File: config.mk
export PLATFORM = sky130hd
export DESIGN_NAME = dist_ram_arbiter
export DESIGN_NICKNAME = d
export VERILOG_FILES = /design/src/rtl/dist_ram_pkg.sv /design/src/rtl/dist_ram_arbiter_rr_arb2.sv /design/src/rtl/dist_ram_arbiter.sv
export SDC_FILE = /design/constraint.sdc
export NUM_CORES = 1
export LEC_CHECK = 0
export CAP_MARGIN = 20
export CORE_AREA = 2 2 74 76
export DETAILED_ROUTE_END_ITERATION = 6
export DIE_AREA = 0 0 76 78
export PLACE_DENSITY = 0.94
export SLEW_MARGIN = 20
export SYNTH_ARGS = -nofsm -noshare
export SYNTH_HDL_FRONTEND = slang
export SYNTH_SLANG_ARGS = --single-unit
File: constraint.sdc
create_clock -name clk -period 4.05 [get_ports clk]
set_clock_uncertainty 0.2 [all_clocks]
set_input_delay 0.6075 -clock clk [delete_from_list [all_inputs] [get_ports clk]]
set_output_delay 0.6075 -clock clk [all_outputs]
set_load 0.005 [all_outputs]
File: src/rtl/dist_ram_pkg.sv
// Shared constants for the distributed-RAM arbiter slice: default geometry,
// FSM state encodings and requester port indices.
package dist_ram_pkg;

  localparam int ADDR_W_DEF = 6;
  localparam int DATA_W_DEF = 32;

  localparam logic [0:0] ST_INIT = 1'b0;
  localparam logic [0:0] ST_RUN  = 1'b1;

  localparam int P0 = 0;
  localparam int P1 = 1;

endpackage

File: src/rtl/dist_ram_arbiter_rr_arb2.sv
// Two-way round-robin arbiter. On contention the port named by the pointer
// wins, and the pointer then swings to the port that just lost.
import dist_ram_pkg::*;

module rr_arb2 (
  input  logic       clk,
  input  logic       rst,
  input  logic [1:0] req_i,
  output logic [1:0] gnt_o
);

  logic ptr_q;
  logic ptr_d;

  always_comb begin
    gnt_o = 2'b00;
    if (req_i[P0] && (!req_i[P1] || (ptr_q == 1'b0))) begin
      gnt_o[P0] = 1'b1;
    end else if (req_i[P1]) begin
      gnt_o[P1] = 1'b1;
    end
  end

  always_comb begin
    ptr_d = ptr_q;
    if (gnt_o[P0]) begin
      ptr_d = 1'b1;
    end else if (gnt_o[P1]) begin
      ptr_d = 1'b0;
    end
  end

  always_ff @(posedge clk or posedge rst) begin
    if (rst) begin
      ptr_q <= 1'b0;
    end else begin
      ptr_q <= ptr_d;
    end
  end

endmodule

File: src/rtl/dist_ram_arbiter.sv
// Sequencer for a single-port distributed RAM: sweeps INIT_VAL into every
// location after reset, then shares the port between two requesters.
import dist_ram_pkg::*;

module dist_ram_arbiter #(
  parameter int                ADDR_W   = ADDR_W_DEF,
  parameter int                DATA_W   = DATA_W_DEF,
  parameter bit                INIT_EN  = 1'b1,
  parameter logic [DATA_W-1:0] INIT_VAL = '0
) (
  input  logic              clk,
  input  logic              rst,
  input  logic              req0,
  input  logic              req1,
  input  logic              we0,
  input  logic              we1,
  input  logic [ADDR_W-1:0] addr0,
  input  logic [ADDR_W-1:0] addr1,
  input  logic [DATA_W-1:0] wdata0,
  input  logic [DATA_W-1:0] wdata1,
  output logic              gnt0,
  output logic              gnt1,
  output logic              rvalid0,
  output logic              rvalid1,
  output logic [DATA_W-1:0] rdata,
  output logic              init_done,
  output logic [ADDR_W-1:0] ram_a,
  output logic [DATA_W-1:0] ram_d,
  output logic              ram_we,
  output logic              ram_qspo_ce,
  output logic              ram_qspo_srst,
  input  logic [DATA_W-1:0] ram_qspo
);

  localparam logic [0:0]        RST_STATE = INIT_EN ? ST_INIT : ST_RUN;
  localparam logic [ADDR_W-1:0] CNT_MAX   = '1;

  logic [0:0]        state_q, state_d;
  logic [ADDR_W-1:0] init_cnt_q, init_cnt_d;
  logic [1:0]        rvalid_q, rvalid_d;
  logic [1:0]        req_v;
  logic [1:0]        gnt;
  logic              run;

  assign run   = (state_q == ST_RUN);
  assign req_v = run ? {req1, req0} : 2'b00;

  rr_arb2 u_arb (
    .clk   (clk),
    .rst   (rst),
    .req_i (req_v),
    .gnt_o (gnt)
  );

  assign gnt0      = gnt[P0];
  assign gnt1      = gnt[P1];
  assign rvalid0   = rvalid_q[P0];
  assign rvalid1   = rvalid_q[P1];
  assign rdata     = ram_qspo;
  assign init_done = run;

  // With no grant the port idles at address 0 and qspo keeps its last value.
  always_comb begin
    ram_a         = '0;
    ram_d         = '0;
    ram_we        = 1'b0;
    ram_qspo_ce   = 1'b0;
    ram_qspo_srst = 1'b0;
    if (!run) begin
      ram_a         = init_cnt_q;
      ram_d         = INIT_VAL;
      ram_we        = 1'b1;
      ram_qspo_srst = 1'b1;
    end else if (gnt[P0]) begin
      ram_a       = addr0;
      ram_d       = wdata0;
      ram_we      = we0;
      ram_qspo_ce = ~we0;
    end else if (gnt[P1]) begin
      ram_a       = addr1;
      ram_d       = wdata1;
      ram_we      = we1;
      ram_qspo_ce = ~we1;
    end
  end

  always_comb begin
    state_d    = state_q;
    init_cnt_d = init_cnt_q;
    if (!run) begin
      init_cnt_d = init_cnt_q + 1'b1;
      if (init_cnt_q == CNT_MAX) begin
        state_d = ST_RUN;
      end
    end
  end

  assign rvalid_d = {gnt[P1] & ~we1, gnt[P0] & ~we0};

  always_ff @(posedge clk or posedge rst) begin
    if (rst) begin
      state_q    <= RST_STATE;
      init_cnt_q <= '0;
      rvalid_q   <= 2'b00;
    end else begin
      state_q    <= state_d;
      init_cnt_q <= init_cnt_d;
      rvalid_q   <= rvalid_d;
    end
  end

endmodule

==> impl_results.md, run 1 <==
- Status: completed
- DR vias/cell: approximately 4.6
- Fin util: a little under half
- Endpoints failing hold: 0
- Hold-fix buffers, CTS: 0
- Cts bufs inserted: 3
- Synth warnings: 0
- Synth Flop Type: dfrtp_1
- Wirelength, routed: 4.61 mm
- Cell accounting for the most synthesized area: a22o_1
- Sink Count: 10
- First-pass DRT Iterations: 4
- Final #Nets: roughly 350
- Reg area: roughly 250 µm²
- Busiest grt layer: met2
- Global Route met1 Usage: ~18%
- DP HPWL: about 3.6 mm
- Hold Slack: roughly 0.29 ns
- Fillers: between 400 and 500
- Vias: roughly 1,400
- Mapped cell area: roughly 0.0012 mm²
- Peak supply drop: about 0.064 mV
- PwrDens: ~140 mW/mm²
- Async S/R FF share, synth: 100%
- Post-synth top area share: a little under a quarter
- Worst Setup Path Type: in -> out
- Antenna violations before repair: 0
- Setup ws final: roughly 0.46 ns
- Gp weighted congestion: approximately 0.79
- # DRC: 0
- Multi-input combinational cell area: 591 µm²
- Core area: 0.00504 mm²
- Max Root-Sink Buffers: 2
- Wire per inst: 15.4 µm
- Iter 0 DRT Violations: 35
- Hold Crit Class: reg -> reg
- #FFs+latches synth: 10
- Setup_tns: 0 ns
- Worst-margin pin slew: between 0.6 and 0.7 ns
- Syn_nets: ~250
- Number of diodes: 0
- Root Buffer: clkbuf_8
- Largest net degree at the start of global routing: 40
- Initial Util: about a quarter
- Die outline width: ~76 µm
- Dpl ws: roughly 0.47 ns
- Delay of the slowest critical-path stage: 0.51 ns
- Worst EP required: around 3.2 ns
- Fmax: between 0.2 and 0.3 GHz
- Final ANT Viol Nets: 0
- Setup bufs post-CTS: 0
- CTS H-tree lvls: 1
- # rows: 26
- Post-synth EDFFs: 0
- Vias in the first global route: about 1,500
- Crit path max fanout: 35
- RSZ-0062 raised after global routing: false
- Post-CTS Resized: 0
- Post-synthesis sequential area ratio: between 20 and 25%
- CTS tree: built
- Crit-path cells: clkdlybuf4s50_1 > and2_1 > a21boi_4 > buf_4 > a22o_1 > clkdlybuf4s50_1
- Max-slew violation count: 0
- Overflow after GRT: 0
- Synth top area cells: a22o_1 23%, dfrtp_1 21%, buf_4 20%
- Crit path DAT: approximately 2.8 ns
- Slowest-stage cell, CP: clkdlybuf4s50_1
- Clock Latency Late Sink: about 0.24 ns
- Tmin final: 3.59 ns
- Die area: between 0.005 and 0.006 mm²
- Layout area overhead: 90.3%
- Most used cell, CP: clkdlybuf4s50_1
- Unique masters post-synth: 27
- Final setup viols: 0
- Leakage: approximately 0.00088 µW
- Tot Pwr: ~310 µW
- GR Util All Layers: around 15%
- GRT met2 Usage: 25.7%
- Clock Pin Slew Worst Setup and Hold Paths: roughly 0.05 ns
- Die Height: 78 µm
- Max Cap Viol: 0
- Port Buffers: ~130
- Synth Instances: roughly 140
- CP startpoint kind: input port
- First-pass GRT wire length: ~7.3 mm
- Rel. slew slack: a little under three fifths
- Met3 capacity usage during global routing: under 10%
- I/O pin count: 192
- Avg Cell Area, Syn: approximately 8.7 µm²
- Fin crit share: 88.6%
- Worst setup EP type: primary output
- Layout cells sized above 1: 4.37%
-- layout by cell type, fill, tap and decap left out, types with 2 or more instances in the layout --
| cell | synthesis | routed |
|---|---|---|
| o221ai_1 | 5 | 5 |
| clkdlybuf4s50_1 | 0 | 127 |
| nor2_1 | 2 | 2 |
| nand2_1 | 7 | 7 |
| nand3_1 | 8 | 8 |
| a22o_1 | 32 | 32 |
| inv_1 | 9 | 9 |
| xnor2_1 | 4 | 4 |
| and3_1 | 2 | 2 |
| and2_1 | 3 | 3 |
| clkbuf_8 | 0 | 4 |
| nor2b_1 | 2 | 2 |
| dfrtp_1 | 10 | 10 |
-- per-layer routing --
metal,routed length [µm],vias up
li1,-,651
met1,1890,622
met2,2300,78
met3,300,19
met4,114,0
met5,0,-
-- flip-flops by register name (all words and copies together), names as in the netlist --
| signal | flops |
|---|---|
| init_cnt_q | 6 |
| rvalid_q | 2 |
| init_done | 1 |
| u_arb.ptr_q | 1 |
-- metrics by stage --
step,instance area (µm²),cells
2_1_floorplan,1210,139
3_5_place_dp,2240,295
3_3_place_gp,2240,295
6_report,2300,299
5_1_grt,2300,299
4_1_cts,2300,299
-- area by class of cell --
class                   count  area share [%]
flip-flops and latches     10            10.9
well taps                  70            3.81
clock buffers               4            2.39
repair buffers            128            55.6
inverters                  10            1.63
multi-input cells          77            25.7
-- cell usage after synthesis, types with 2 or more instances --
cell      number
a22o_1        32
and2_1         3
and3_1         2
buf_2          3
buf_4         33
buf_6          6
dfrtp_1       10
inv_1          9
nand2_1        7
nand3_1        8
nor2_1         2
nor2b_1        2
o221ai_1       5
xnor2_1        4
-- path summary, 6_finish.rpt --
check / from / end / slack (ns) / depth (start not counted)
setup / recovery: req1 / ram_d[25] / 0.46 / 6
hold / removal: u_arb.ptr_q / u_arb.ptr_q / 0.29 / 1
setup reg to reg: init_done / rvalid_q[1] / 2.01 / 4
hold reg to reg: u_arb.ptr_q / u_arb.ptr_q / 0.29 / 1
max in group asynchronous: rst / init_cnt_q[1] / 2.91 / 2
min in group asynchronous: rst / init_cnt_q[4] / 0.46 / 2
-- kinds of logic (layout without fill, tap and decap cells) --
logic type      Yosys count  after routing  share of synthesized area (%)
compound gates           43             43                           31.4
xor+xnor                  5              5                           3.62
fa+ha+maj                 1              1                           1.04
buf+inv                  52            142                           30.4
flops                    10             10                           20.7
mux                       1              1                          0.932
simple gates             27             27                           11.9
-- power by group --
part	internal (µW)	switching, µW
Clock	85.7	42.5
Sequential	100	0
Combinational	68.4	15.5
Total	254	58.0
-- worst max-delay path: cells and delay by family --
family                 cells  cell delay, ns
AND/OR/NAND/NOR            1            0.32
AO/OA/AOI/OAI              2            0.46
buffers and inverters      3            1.38
No activity file was read; power rests on OpenSTA's default activity.
==> run 2: changes to the inputs <==
--- a/config.mk
+++ b/config.mk
@@ -10,6 +10,8 @@
 export DETAILED_ROUTE_END_ITERATION = 6
 export DIE_AREA = 0 0 76 78
 export PLACE_DENSITY = 0.94
+export RECOVER_POWER = 25
+export SETUP_SLACK_MARGIN = 0.5
 export SLEW_MARGIN = 20
 export SYNTH_ARGS = -nofsm -noshare
 export SYNTH_HDL_FRONTEND = slang
==> impl_results.md, run 2 (synthesis results as in run 1) <==
- Clock Latency Late Sink: 0.24 ns (about the same)
- CTS H-tree lvls: 1 (unchanged)
- Vias in the first global route: 1,481 (unchanged)
- Cts bufs inserted: 3 (unchanged)
- Fillers: 485 (was 487)
- Busiest grt layer: met2 (unchanged)
- I/O pin count: 192 (unchanged)
- RR Startpoint: init_done (unchanged)
- Most common cell after layout, fill and taps aside: clkdlybuf4s50_1 (unchanged)
- DR vias/cell: 4.63 (was 4.58)
- GR Util All Layers: 15.3% (unchanged)
- Final ANT Viol Nets: 0 (unchanged)
- Overflow after GRT: 0 (unchanged)
- Hold_sp: u_arb.ptr_q (unchanged)
- Largest register FFs: 6 (unchanged)
- RSZ-0062 raised after global routing: false (unchanged)
- PwrDens: 135 mW/mm² (was 136 mW/mm²)
- Area after DPL: 0.00224 mm² (unchanged)
- Crit path DAT: 2.60 ns (was 2.78 ns)
- Placed insts: 295 (unchanged)
- Fmax: 0.294 GHz (was 0.279 GHz)
- Max Cap Viol: 0 (unchanged)
- Sink Count: 10 (unchanged)
- Worst Setup SP: req1 (unchanged)
- Max Root-Sink Buffers: 2 (unchanged)
- Worst EP required: 3.24 ns (about the same)
- Final Non-Filler Cells: 299 (unchanged)
- Hold Crit Class: reg -> reg (unchanged)
- Core area: 0.00504 mm² (unchanged)
- Met3 capacity usage during global routing: 3.72% (unchanged)
- # rows: 26 (unchanged)
- Antenna violations before repair: 0 (unchanged)
- Final setup viols: 0 (unchanged)
- CP startpoint kind: input port (unchanged)
- Global Route met1 Usage: 18.3% (unchanged)
- Status: completed (unchanged)
- CTS tree: built (unchanged)
- Worst Setup Path Type: in -> out (unchanged)
- Clock Pin Slew Worst Setup and Hold Paths: 0.05 ns (about the same)
- Leakage: 0.000885 µW (was 0.000884 µW)
- Vias: 1,383 (was 1,370)
- Crit path max fanout: 35 (unchanged)
- Fin crit share: 84.0% (was 88.6%)
- Peak supply drop: 0.0642 mV (was 0.0639 mV)
- Die Height: 78 µm (unchanged)
- Gp weighted congestion: 0.792 (unchanged)
- Setup_tns: 0 ns (unchanged)
- Initial Util: 24.0% (unchanged)
- Die outline width: 76 µm (unchanged)
- Tmin final: 3.40 ns (was 3.59 ns)
- Root Buffer: clkbuf_8 (unchanged)
- Rel. slew slack: 70.5% (was 55.3%)
- Largest net degree at the start of global routing: 40 (unchanged)
- Hold-fix buffers, CTS: 0 (unchanged)
- Wirelength, routed: 4.60 mm (was 4.61 mm)
- GRT met2 Usage: 25.7% (unchanged)
- Iter 0 DRT Violations: 31 (was 35)
- First-pass DRT Iterations: 4 (unchanged)
- Register with the most flip-flops: init_cnt_q (unchanged)
- Number of diodes: 0 (unchanged)
- DP HPWL: 3.64 mm (unchanged)
- Wire per inst: 15.4 µm (about the same)
- Layout area overhead: 90.9% (was 90.3%)
- Final #Nets: 345 (unchanged)
- Layout cells sized above 1: 4.80% (was 4.37%)
- Max-slew violation count: 0 (unchanged)
- Die area: 0.00593 mm² (unchanged)
- Fin util: 45.8% (was 45.6%)
- Commonest cells after routing, fill and taps aside: 126 x clkdlybuf4s50_1, 32 x a22o_1, 10 x dfrtp_1 (was 127 x clkdlybuf4s50_1, 32 x a22o_1, 10 x dfrtp_1)
- Port Buffers: 127 (unchanged)
- # DRC: 0 (unchanged)
- Worst-margin pin slew: 0.443 ns (was 0.671 ns)
- Fin area: 0.00231 mm² (was 0.00230 mm²)
- First-pass GRT wire length: 7.32 mm (unchanged)
- Top Registers: init_cnt_q (6), rvalid_q (2) (unchanged)
- Worst setup EP type: primary output (unchanged)
- Endpoints failing hold: 0 (unchanged)
## run 2: changes by cell type in the layout (fill, tap and decap cells not counted)
cell / previous run / this run
and2_1: 3 / 2
buf_6: 0 / 1
inv_4: 0 / 1
dlygate4sd3_1: 0 / 1
buf_4: 1 / 0
clkdlybuf4s50_1: 127 / 126
inv_2: 1 / 0
and2_2: 0 / 1
## run 2: final timing paths
kind / endpoint / cells after the start / slack, ns
setup / recovery: ram_d[25] / 6 / 0.65
hold / removal: u_arb.ptr_q / 1 / 0.29
setup reg to reg: rvalid_q[1] / 4 / 2.19
hold reg to reg: u_arb.ptr_q / 1 / 0.29
max in group asynchronous: init_cnt_q[1] / 2 / 2.77
min in group asynchronous: init_cnt_q[2] / 2 / 0.60
## run 2: layer usage
layer,vias up,part of all wire [%],wire length (µm)
li1,651,-,-
met5,-,0,0
met3,19,7.0,324
met4,0,2.5,114
met2,78,50,2300
met1,635,40,1860
## run 2: area by class of cell
cell class / count / area [µm²] / area share [%]
Timing Repair Buffer: 128 / 1280 / 55.6
Multi-Input combinational cell: 77 / 592 / 25.7
Sequential cell: 10 / 250 / 10.8
Tap cell: 70 / 87.6 / 3.80
Clock buffer: 4 / 55.1 / 2.39
Inverter: 10 / 40.0 / 1.74
## run 2: where the power goes
group / leakage [µW] / internal [µW] / total, µW / switching, µW
Clock: 0.0000288 / 85.7 / 128 / 42.7
Sequential: 0.000125 / 100 / 100 / 0
Combinational: 0.000731 / 68.2 / 83.8 / 15.6
Total: 0.000885 / 254 / 312 / 58.3
## run 2: metrics by stage
| stage | power [µW] | worst slack (ns) | hold WS [ns] |
|---|---|---|---|
| 4_1_cts | 315 | 0.543 | 0.292 |
| 5_1_grt | 326 | 0.561 | 0.318 |
| 6_report | 312 | 0.647 | 0.290 |
| 2_1_floorplan | 130 | 1.80 | 0.248 |
| 3_3_place_gp | 185 | 0.507 | 0.277 |
| 3_5_place_dp | 186 | 0.473 | 0.288 |
## run 2: repair_timing
item,CTS,global route
setup endpoints to repair,15,24
setup buffers,0,0
resized for setup,2,1
## run 2: worst max-delay path, stage by stage
cell and delay, ns:
clkdlybuf4s50_1 0.51, and2_2 0.26, a21boi_4 0.21, buf_6 0.28
a22o_1 0.21, clkdlybuf4s50_1 0.51
